### src/rtl/mem_fifo_pkg.sv
// Shared defaults for the 512x8 memory-tile FIFO controller.
// Holds the parameter defaults and the occupancy type used by the controller.
package mem_fifo_pkg;

  localparam int unsigned ADDR_W    = 9;
  localparam int unsigned DATA_W    = 8;
  localparam int unsigned DEPTH     = 512;
  localparam int unsigned AFULL_LVL = 496;

  // Occupancy / extended-pointer type: one bit wider than the address.
  typedef logic [ADDR_W:0] cnt_t;

endpackage

### src/rtl/mem_fifo_ptr.sv
// Extended FIFO pointer: wraps modulo 2^W, advances by one when inc is high.
// Ports:
//   clk, reset (async, active-high)
//   inc  - advance the pointer this cycle
//   ptr  - current extended pointer (MSB is the wrap bit)
module mem_fifo_ptr #(
  parameter int unsigned W = mem_fifo_pkg::ADDR_W + 1
) (
  input  logic         clk,
  input  logic         reset,
  input  logic         inc,
  output logic [W-1:0] ptr
);

  logic [W-1:0] ptr_q;
  logic [W-1:0] ptr_d;

  always_comb begin
    ptr_d = ptr_q;
    if (inc) ptr_d = ptr_q + W'(1);
  end

  always_ff @(posedge clk or posedge reset) begin
    if (reset) ptr_q <= '0;
    else       ptr_q <= ptr_d;
  end

  assign ptr = ptr_q;

endmodule

### src/rtl/mem_512x8_fifo_ctrl.sv
// Valid/ready FIFO controller for the dual-port 512x8 memory tile.
// The tile holds the queue body; a one-entry output register holds the head,
// refilled by a one-cycle-latency synchronous read (prefetch).
// Ports:
//   clk, reset (async, active-high)
//   push_valid/push_ready/push_data  - producer side
//   pop_valid/pop_ready/pop_data     - consumer side (pop_data = mem_data_out)
//   count, almost_full               - registered occupancy and threshold flag
//   err_overflow, err_underflow      - sticky illegal-attempt flags
//   mem_waddr/mem_data_in/mem_wen    - tile write port
//   mem_raddr/mem_ren/mem_data_out   - tile read port
// Build option: define MEM_FIFO_CTRL_ERR_EN to generate the sticky error
// flags; otherwise both error outputs are tied to 0.
module mem_512x8_fifo_ctrl
  import mem_fifo_pkg::*;
#(
  parameter int unsigned DEPTH     = mem_fifo_pkg::DEPTH,
  parameter int unsigned ADDR_W    = mem_fifo_pkg::ADDR_W,
  parameter int unsigned DATA_W    = mem_fifo_pkg::DATA_W,
  parameter int unsigned AFULL_LVL = mem_fifo_pkg::AFULL_LVL
) (
  input  logic              clk,
  input  logic              reset,
  input  logic              push_valid,
  output logic              push_ready,
  input  logic [DATA_W-1:0] push_data,
  output logic              pop_valid,
  input  logic              pop_ready,
  output logic [DATA_W-1:0] pop_data,
  output logic [ADDR_W:0]   count,
  output logic              almost_full,
  output logic              err_overflow,
  output logic              err_underflow,
  output logic [ADDR_W-1:0] mem_waddr,
  output logic [ADDR_W-1:0] mem_raddr,
  output logic [DATA_W-1:0] mem_data_in,
  output logic              mem_wen,
  output logic              mem_ren,
  input  logic [DATA_W-1:0] mem_data_out
);

  localparam int unsigned CW = ADDR_W + 1;

  logic [CW-1:0] wptr_ext;
  logic [CW-1:0] rptr_ext;
  logic [CW-1:0] mem_cnt;
  logic          push_fire;
  logic          pop_fire;
  logic          rd_issue;

  logic [CW-1:0] count_q,       count_d;
  logic          out_valid_q,   out_valid_d;
  logic          almost_full_q, almost_full_d;

  mem_fifo_ptr #(.W(CW)) u_wptr (
    .clk   (clk),
    .reset (reset),
    .inc   (push_fire),
    .ptr   (wptr_ext)
  );

  mem_fifo_ptr #(.W(CW)) u_rptr (
    .clk   (clk),
    .reset (reset),
    .inc   (rd_issue),
    .ptr   (rptr_ext)
  );

  // Handshakes; push_ready comes only from the registered count, so there is
  // no combinational pop_ready -> push_ready path.
  assign push_ready = (count_q < CW'(DEPTH));
  assign push_fire  = push_valid && push_ready;
  assign pop_fire   = out_valid_q && pop_ready;

  // Entries still in the tile; the wrap bit separates full from empty.
  assign mem_cnt  = wptr_ext - rptr_ext;
  // Prefetch whenever the head slot is empty or being drained this cycle.
  assign rd_issue = (mem_cnt != '0) && (!out_valid_q || pop_fire);

  // Next-state for the head register and occupancy.
  always_comb begin
    out_valid_d   = out_valid_q;
    count_d       = count_q;
    almost_full_d = almost_full_q;
    if (rd_issue)      out_valid_d = 1'b1;
    else if (pop_fire) out_valid_d = 1'b0;
    count_d       = count_q + CW'(push_fire) - CW'(pop_fire);
    almost_full_d = (count_d >= CW'(AFULL_LVL));
  end

  always_ff @(posedge clk or posedge reset) begin
    if (reset) begin
      out_valid_q   <= 1'b0;
      count_q       <= '0;
      almost_full_q <= 1'b0;
    end else begin
      out_valid_q   <= out_valid_d;
      count_q       <= count_d;
      almost_full_q <= almost_full_d;
    end
  end

`ifdef MEM_FIFO_CTRL_ERR_EN
  logic err_ovf_q, err_ovf_d;
  logic err_udf_q, err_udf_d;

  // Sticky flags, cleared only by reset.
  always_comb begin
    err_ovf_d = err_ovf_q;
    err_udf_d = err_udf_q;
    if (push_valid && !push_ready) err_ovf_d = 1'b1;
    if (pop_ready && !out_valid_q) err_udf_d = 1'b1;
  end

  always_ff @(posedge clk or posedge reset) begin
    if (reset) begin
      err_ovf_q <= 1'b0;
      err_udf_q <= 1'b0;
    end else begin
      err_ovf_q <= err_ovf_d;
      err_udf_q <= err_udf_d;
    end
  end

  assign err_overflow  = err_ovf_q;
  assign err_underflow = err_udf_q;
`else
  assign err_overflow  = 1'b0;
  assign err_underflow = 1'b0;
`endif

  assign pop_valid   = out_valid_q;
  assign pop_data    = mem_data_out;
  assign count       = count_q;
  assign almost_full = almost_full_q;

  assign mem_wen     = push_fire;
  assign mem_waddr   = wptr_ext[ADDR_W-1:0];
  assign mem_data_in = push_data;
  assign mem_ren     = rd_issue;
  assign mem_raddr   = rptr_ext[ADDR_W-1:0];

endmodule

### config.mk
export PLATFORM = sky130hd
export DESIGN_NAME = mem_512x8_fifo_ctrl
export DESIGN_NICKNAME = d
export VERILOG_FILES = /design/src/rtl/mem_fifo_pkg.sv /design/src/rtl/mem_fifo_ptr.sv /design/src/rtl/mem_512x8_fifo_ctrl.sv
export SDC_FILE = /design/constraint.sdc
export NUM_CORES = 1
export LEC_CHECK = 0
export CAP_MARGIN = 20
export CELL_PAD_IN_SITES_DETAIL_PLACEMENT = 1
export CELL_PAD_IN_SITES_GLOBAL_PLACEMENT = 1
export CORE_MARGIN = 2
export CORE_UTILIZATION = 36
export CTS_CLUSTER_SIZE = 12
export DETAILED_ROUTE_END_ITERATION = 8
export GPL_TIMING_DRIVEN = 1
export PLACE_DENSITY_LB_ADDON = 0.12
export SKIP_LAST_GASP = 1
export SYNTH_ARGS = -nofsm -noshare
export SYNTH_HDL_FRONTEND = slang
export SYNTH_SLANG_ARGS = --single-unit
### constraint.sdc
create_clock -name clk -period 4.1 [get_ports clk]
set_input_delay 0.82 -clock clk [delete_from_list [all_inputs] [get_ports clk]]
set_output_delay 0.82 -clock clk [all_outputs]
set_load 0.01 [all_outputs]
; ---- Word level (Yosys, flattened, before mapping)
; Index checks and enable logic that the tools add are counted.
[totals]
reg_bits = 32
inputBits = 20
output_inout_bits = 51
elab_cells = 21
[classes]
addsub = 5
n_lt_le_gt_ge = 2
muxes = 2
reduce_logical = 7
[ops]
columns = cell, n
row1 = $add A10 B1 Y10 const B, 2
row2 = $add A10 B1 Y10, 1
row3 = $ge A10 B9 Y1 const B, 1
row4 = $lt A10 B10 Y1 const B, 1
row5 = $reduce_bool A10 Y1, 1
row6 = $sub A10 B1 Y10, 1
row7 = $sub A10 B10 Y10, 1
row8 = $logic_and A1 B1 Y1, 3
row9 = $mux W1, 2
row10 = $reduce_bool A2 Y1, 1
row11 = $logic_not A1 Y1, 1
row12 = $logic_or A1 B1 Y1, 1

; ---- Longest topological paths before layout
[logic_depth]
depth_word = 5
ltp_mapped = 13

; ---- Modules after synthesis
; A second synthesis with hierarchy kept.
[unflattened]
cells_unflattened = 237
hier_area_um2 = 2243.4
[by_module_without_submodules]
columns = mod, n_inst, cells_per_inst, area_each_um2, seq_area_each_um2
row1 = mem_512x8_fifo_ctrl, 1, 163, 1337.5, 300.3
row2 = mem_fifo_ptr, 2, 37, 452.9, 250.2

; ---- Worst setup path after synthesis
; Ideal clock, no wire load.
[synth_path]
path_kind = input to register
startpoint = in push_valid
endpoint = reg almost_full_q (netlist: almost_full)
setup_ns = 0.120
arrival_time_ns = 3.472
setup_slack_ns = 0.508
cell_stages = 13
cell_sequence = nor2b_1 -> clkbuf_1 -> inv_1 -> ha_1 -> inv_1 -> ha_1 -> fa_1 -> a21o_1 -> a2111o_1 -> a21o_1 -> a21o_1 -> xor2_1 -> a31o_2
[synth_via]
elab_chain_cells = 4
[synth_rtl]
columns = element, line
row1 = from (decl), mem_512x8_fifo_ctrl.sv:24  ; input logic push_valid,
row2 = $logic_and A1 B1 Y1, mem_512x8_fifo_ctrl.sv:72  ; assign push_fire = push_valid && push_ready;
row3 = named net mem_wen, mem_512x8_fifo_ctrl.sv:37  ; output logic mem_wen,
row4 = $add A10 B1 Y10, mem_512x8_fifo_ctrl.sv:87  ; count_d = count_q + CW'(push_fire) - CW'(pop_fire);
row5 = $sub A10 B1 Y10, mem_512x8_fifo_ctrl.sv:87
row6 = named net count_d[8], mem_512x8_fifo_ctrl.sv:51  ; logic [CW-1:0] count_q, count_d;
row7 = $ge A10 B9 Y1, mem_512x8_fifo_ctrl.sv:88  ; almost_full_d = (count_d >= CW'(AFULL_LVL));
row8 = named net almost_full_d, mem_512x8_fifo_ctrl.sv:53  ; logic almost_full_q, almost_full_d;
row9 = to (signal assigned), mem_512x8_fifo_ctrl.sv:99  ; almost_full_q <= almost_full_d;
row10 = to (decl), mem_512x8_fifo_ctrl.sv:53
; The timed path passes the listed nets, and every way through them passes these cells.
; A chain may end at the register's enable or synchronous reset.

; ---- Worst setup path after layout
[layout_path]
startpoint = reg u_rptr.ptr_q[2] (netlist: u_rptr.ptr[2])
endpoint = out mem_ren
[layout_via]
elab_chain_cells = 3
[layout_rtl]
columns = element, line
row1 = from (decl), mem_fifo_ptr.sv:15  ; logic [W-1:0] ptr_q;
row2 = from (signal assigned), mem_fifo_ptr.sv:25  ; else ptr_q <= ptr_d;
row3 = $sub A10 B10 Y10, mem_512x8_fifo_ctrl.sv:76  ; assign mem_cnt = wptr_ext - rptr_ext;
row4 = $reduce_bool A10 Y1, mem_512x8_fifo_ctrl.sv:78  ; assign rd_issue = (mem_cnt != '0) && (!out_valid_q || pop_fire);
row5 = $logic_and A1 B1 Y1, mem_512x8_fifo_ctrl.sv:78
row6 = to (decl), mem_512x8_fifo_ctrl.sv:38  ; output logic mem_ren,
; Every way passes these cells.

==> reports/metrics.cfg <==
[sta]
hold_viol=0
rsz0062_at_grt=no
slew_headroom=0.6633
fin_tns_setup_ns=0
whs_ns=0.5036
final-max-slew-violation-count=0
setup_violations=0
timing.fmax_mhz=252.2
min_period_ns=3.965
fin_crit_sh=0.9671
finClkSkew_ns=0.005400
worstMarginPinSlew_ns=0.4909

[cts]
cts_tree=done
cts_buffer_depth=2
clkTransAtPathRegs_ns=0.07
clkSinkCount=32
ctsHtreeMaxLevel=2
root_buffer=clkbuf_8
cts-buffers-inserted=5
clk-insertion-delay-late_ns=0.29

[layout]
multiInputGateArea_sq_um=1374
nets=339
seqCellArea_sq_um=800.8
drive_above_1_share=0.1309
diodes=0
final_cell_area_sq_um=2935
syn2layout_area_growth_pct=16.89
nFillCells=778

[critical_path]
rr_worst_depth=10
worstPathMaxFanout=4
crit_chain=inv_1 > ha_2 > or2_2 > o221a_2 > o41ai_2 > buf_4 > mux2_2 > o41a_1 > dlygate4sd2_1
rr_endpoint=u_rptr.ptr[1]
critPathTopFamily=compound AO/OA/AOI/OAI gates
rr_startpoint=u_rptr.ptr[2]
worstPathRequired_ns=3.28
reg2reg_slack_ns=0.99
cp_data_arrival_time_ns=3.15
cp-start-kind=flip-flop
crit_buf_inv=3
worstSetupPathType=flip-flop to primary output
slowest_stage=o41a_1
max_stage_delay_ns=0.47
endpoint_kind=primary output

[worst_hold_path]
min-delay-start=u_wptr.ptr[9]
worstHoldEndpoint=u_wptr.ptr[9]
min_path_type=flip-flop to flip-flop
min_path_cells=1

[floorplan]
dieArea_sq_um=7660
start_util=0.3717
die-height_um=87.52
die_w_um=87.52
ioPinCount=71
rows=30
coreArea_sq_um=6756

[global_routing]
met2_usage=0.2796
antenna_found_initial=0
grt_max_degree=33
grt_usage=0.1774
grt_use_met3=0.03697
grt_pass1_vias=2099
grt-busiest-layer=met2
globalRouteOverflowTotal=0
grt_util_met1=0.2399
grt_pass1_wl_mm=10.45

[logic_synthesis]
synth_area_leaders=dfrtp_1 32%, buf_4 11%, ha_1 10%, xnor2_1 5.2%, inv_1 3.7%
ys_seq_area_frac=0.3189
yosysTopAreaCell=dfrtp_1
synth_top_area_share=0.3189
synthTopCellsByCount=36 x buf_4, 32 x dfrtp_1, 25 x inv_1
synth_edf_count=0
synth_flop_cell=dfrtp_1
synthesis.area_sq_um=2511
yosys_warnings=0
yosysMostFrequentCell=buf_4
postSynth.asyncResetShare=1.000
synthDistinctLibCells=51
synth-seq-cells=32
avgSynthCellArea_sq_um=9.165
synthCells=274

[power_and_ir_drop]
finalPower_mw=2.864
p_per_area_nw_per_um2=975.6
vdd_drop_max_mv=0.4436
power_leakage_nw=1.302

[place]
placed_area_sq_um=2814
gp_congestion=0.8286
hpwlAfterDp_mm=5.061
numPortBuffers=36

[run_status]
status=finished clean

[route]
drc=0
firstDrtPassIters=4
drt-total-wl_mm=6.387
num_vias=2009
postRouteAntennaNets=0
wl_per_cell_um=16.90
vias_per_cell=5.315
drt-initial-drc-count=68

[run]
maxCapViolations=0

per-stage QoR:
step	worst slack, ns	cells	util
final	0.1348	378	0.4344
after global routing	0.006991	378	0.4344
after CTS	0.06392	377	0.4304
after detailed placement	0.1376	369	0.4165
after global placement	0.2099	369	0.4165
after floorplan	0.5081	275	-
power breakdown:
part | switching, mW | total (mW) | internal [mW] | leakage (nW)
Clock | 0.133 | 0.251 | 0.118 | 0.0479
Combinational | 1.05 | 2.02 | 0.970 | 0.880
Sequential | 0.127 | 0.596 | 0.469 | 0.374
flip-flops by register name, indices dropped and copies added (netlist names):
name and count:
count 10, u_rptr.ptr 10, u_wptr.ptr 10, almost_full 1, pop_valid 1
layout by cell type, fill, tap and decap left out, drive strengths merged, types with 2 or more instances in the layout:
master and n:
a211oi 3, a21o 5, a21oi 7, and2 4, and3 4, buf 16
clkbuf 5, clkdlybuf4s50 35, clkinv 3, conb 2, dfrtp 32, ha 21
inv 25, mux2 4, mux2i 2, nand2 10, nand2b 3, nand3 12
nand4 7, nor2 11, nor2b 5, nor3 8, nor4 2, o211ai 4
o21ai 12, o221ai 3, o311ai 2, or2 3, or3 4, or4 2
xnor2 15, xor2 9
cell families after synthesis:
logic type               after synthesis  share of synthesized area
AO/OA/AOI/OAI                         51                     0.1455
multiplexers                           6                    0.02740
AND/OR/NAND/NOR                       76                     0.1639
other                                  1                   0.001493
buffers and inverters                 62                     0.1465
XOR/XNOR                              24                    0.08371
flip-flops                            32                     0.3189
adder cells (fa/ha/maj)               22                     0.1126
area by class of cell:
type,count,area share
Tap cell,80,0.03410
Timing Repair Buffer,52,0.1633
Clock buffer,5,0.02344
Multi-Input combinational cell,181,0.4680
Inverter,25,0.03197
Sequential cell,32,0.2728
Clock inverter,3,0.006394
timing repair:
| item | 4_1_cts | 5_1_grt |
|---|---|---|
| gates resized for setup | 2 | 4 |
| hold buffers | 0 | 0 |
| setup endpoints to repair | 1 | 1 |
| setup buffers | 0 | 1 |
| cloned | 0 | 0 |
how the worst max path moves through the flow:
| stage | startpoint | end | slack [ns] | cells after the start |
|---|---|---|---|---|
| finish | u_rptr.ptr[2] | mem_ren | 0.13 | 9 |
| global route | u_rptr.ptr[2] | mem_ren | 0.007 | 9 |
| CTS | u_rptr.ptr[2] | mem_ren | 0.06 | 9 |
| detailed placement | u_rptr.ptr[2] | mem_ren | 0.14 | 9 |
| global placement | u_rptr.ptr[2] | mem_ren | 0.21 | 9 |
| floorplan | push_valid | almost_full | 0.51 | 13 |
metal layers:
layer / routed length, um / vias to the layer above
met3: 223 / 15
met1: 3130 / 978
met5: 0 / -
li1: - / 979
met4: 121 / 0
met2: 2911 / 37
Power figures use the tool's default switching activity.
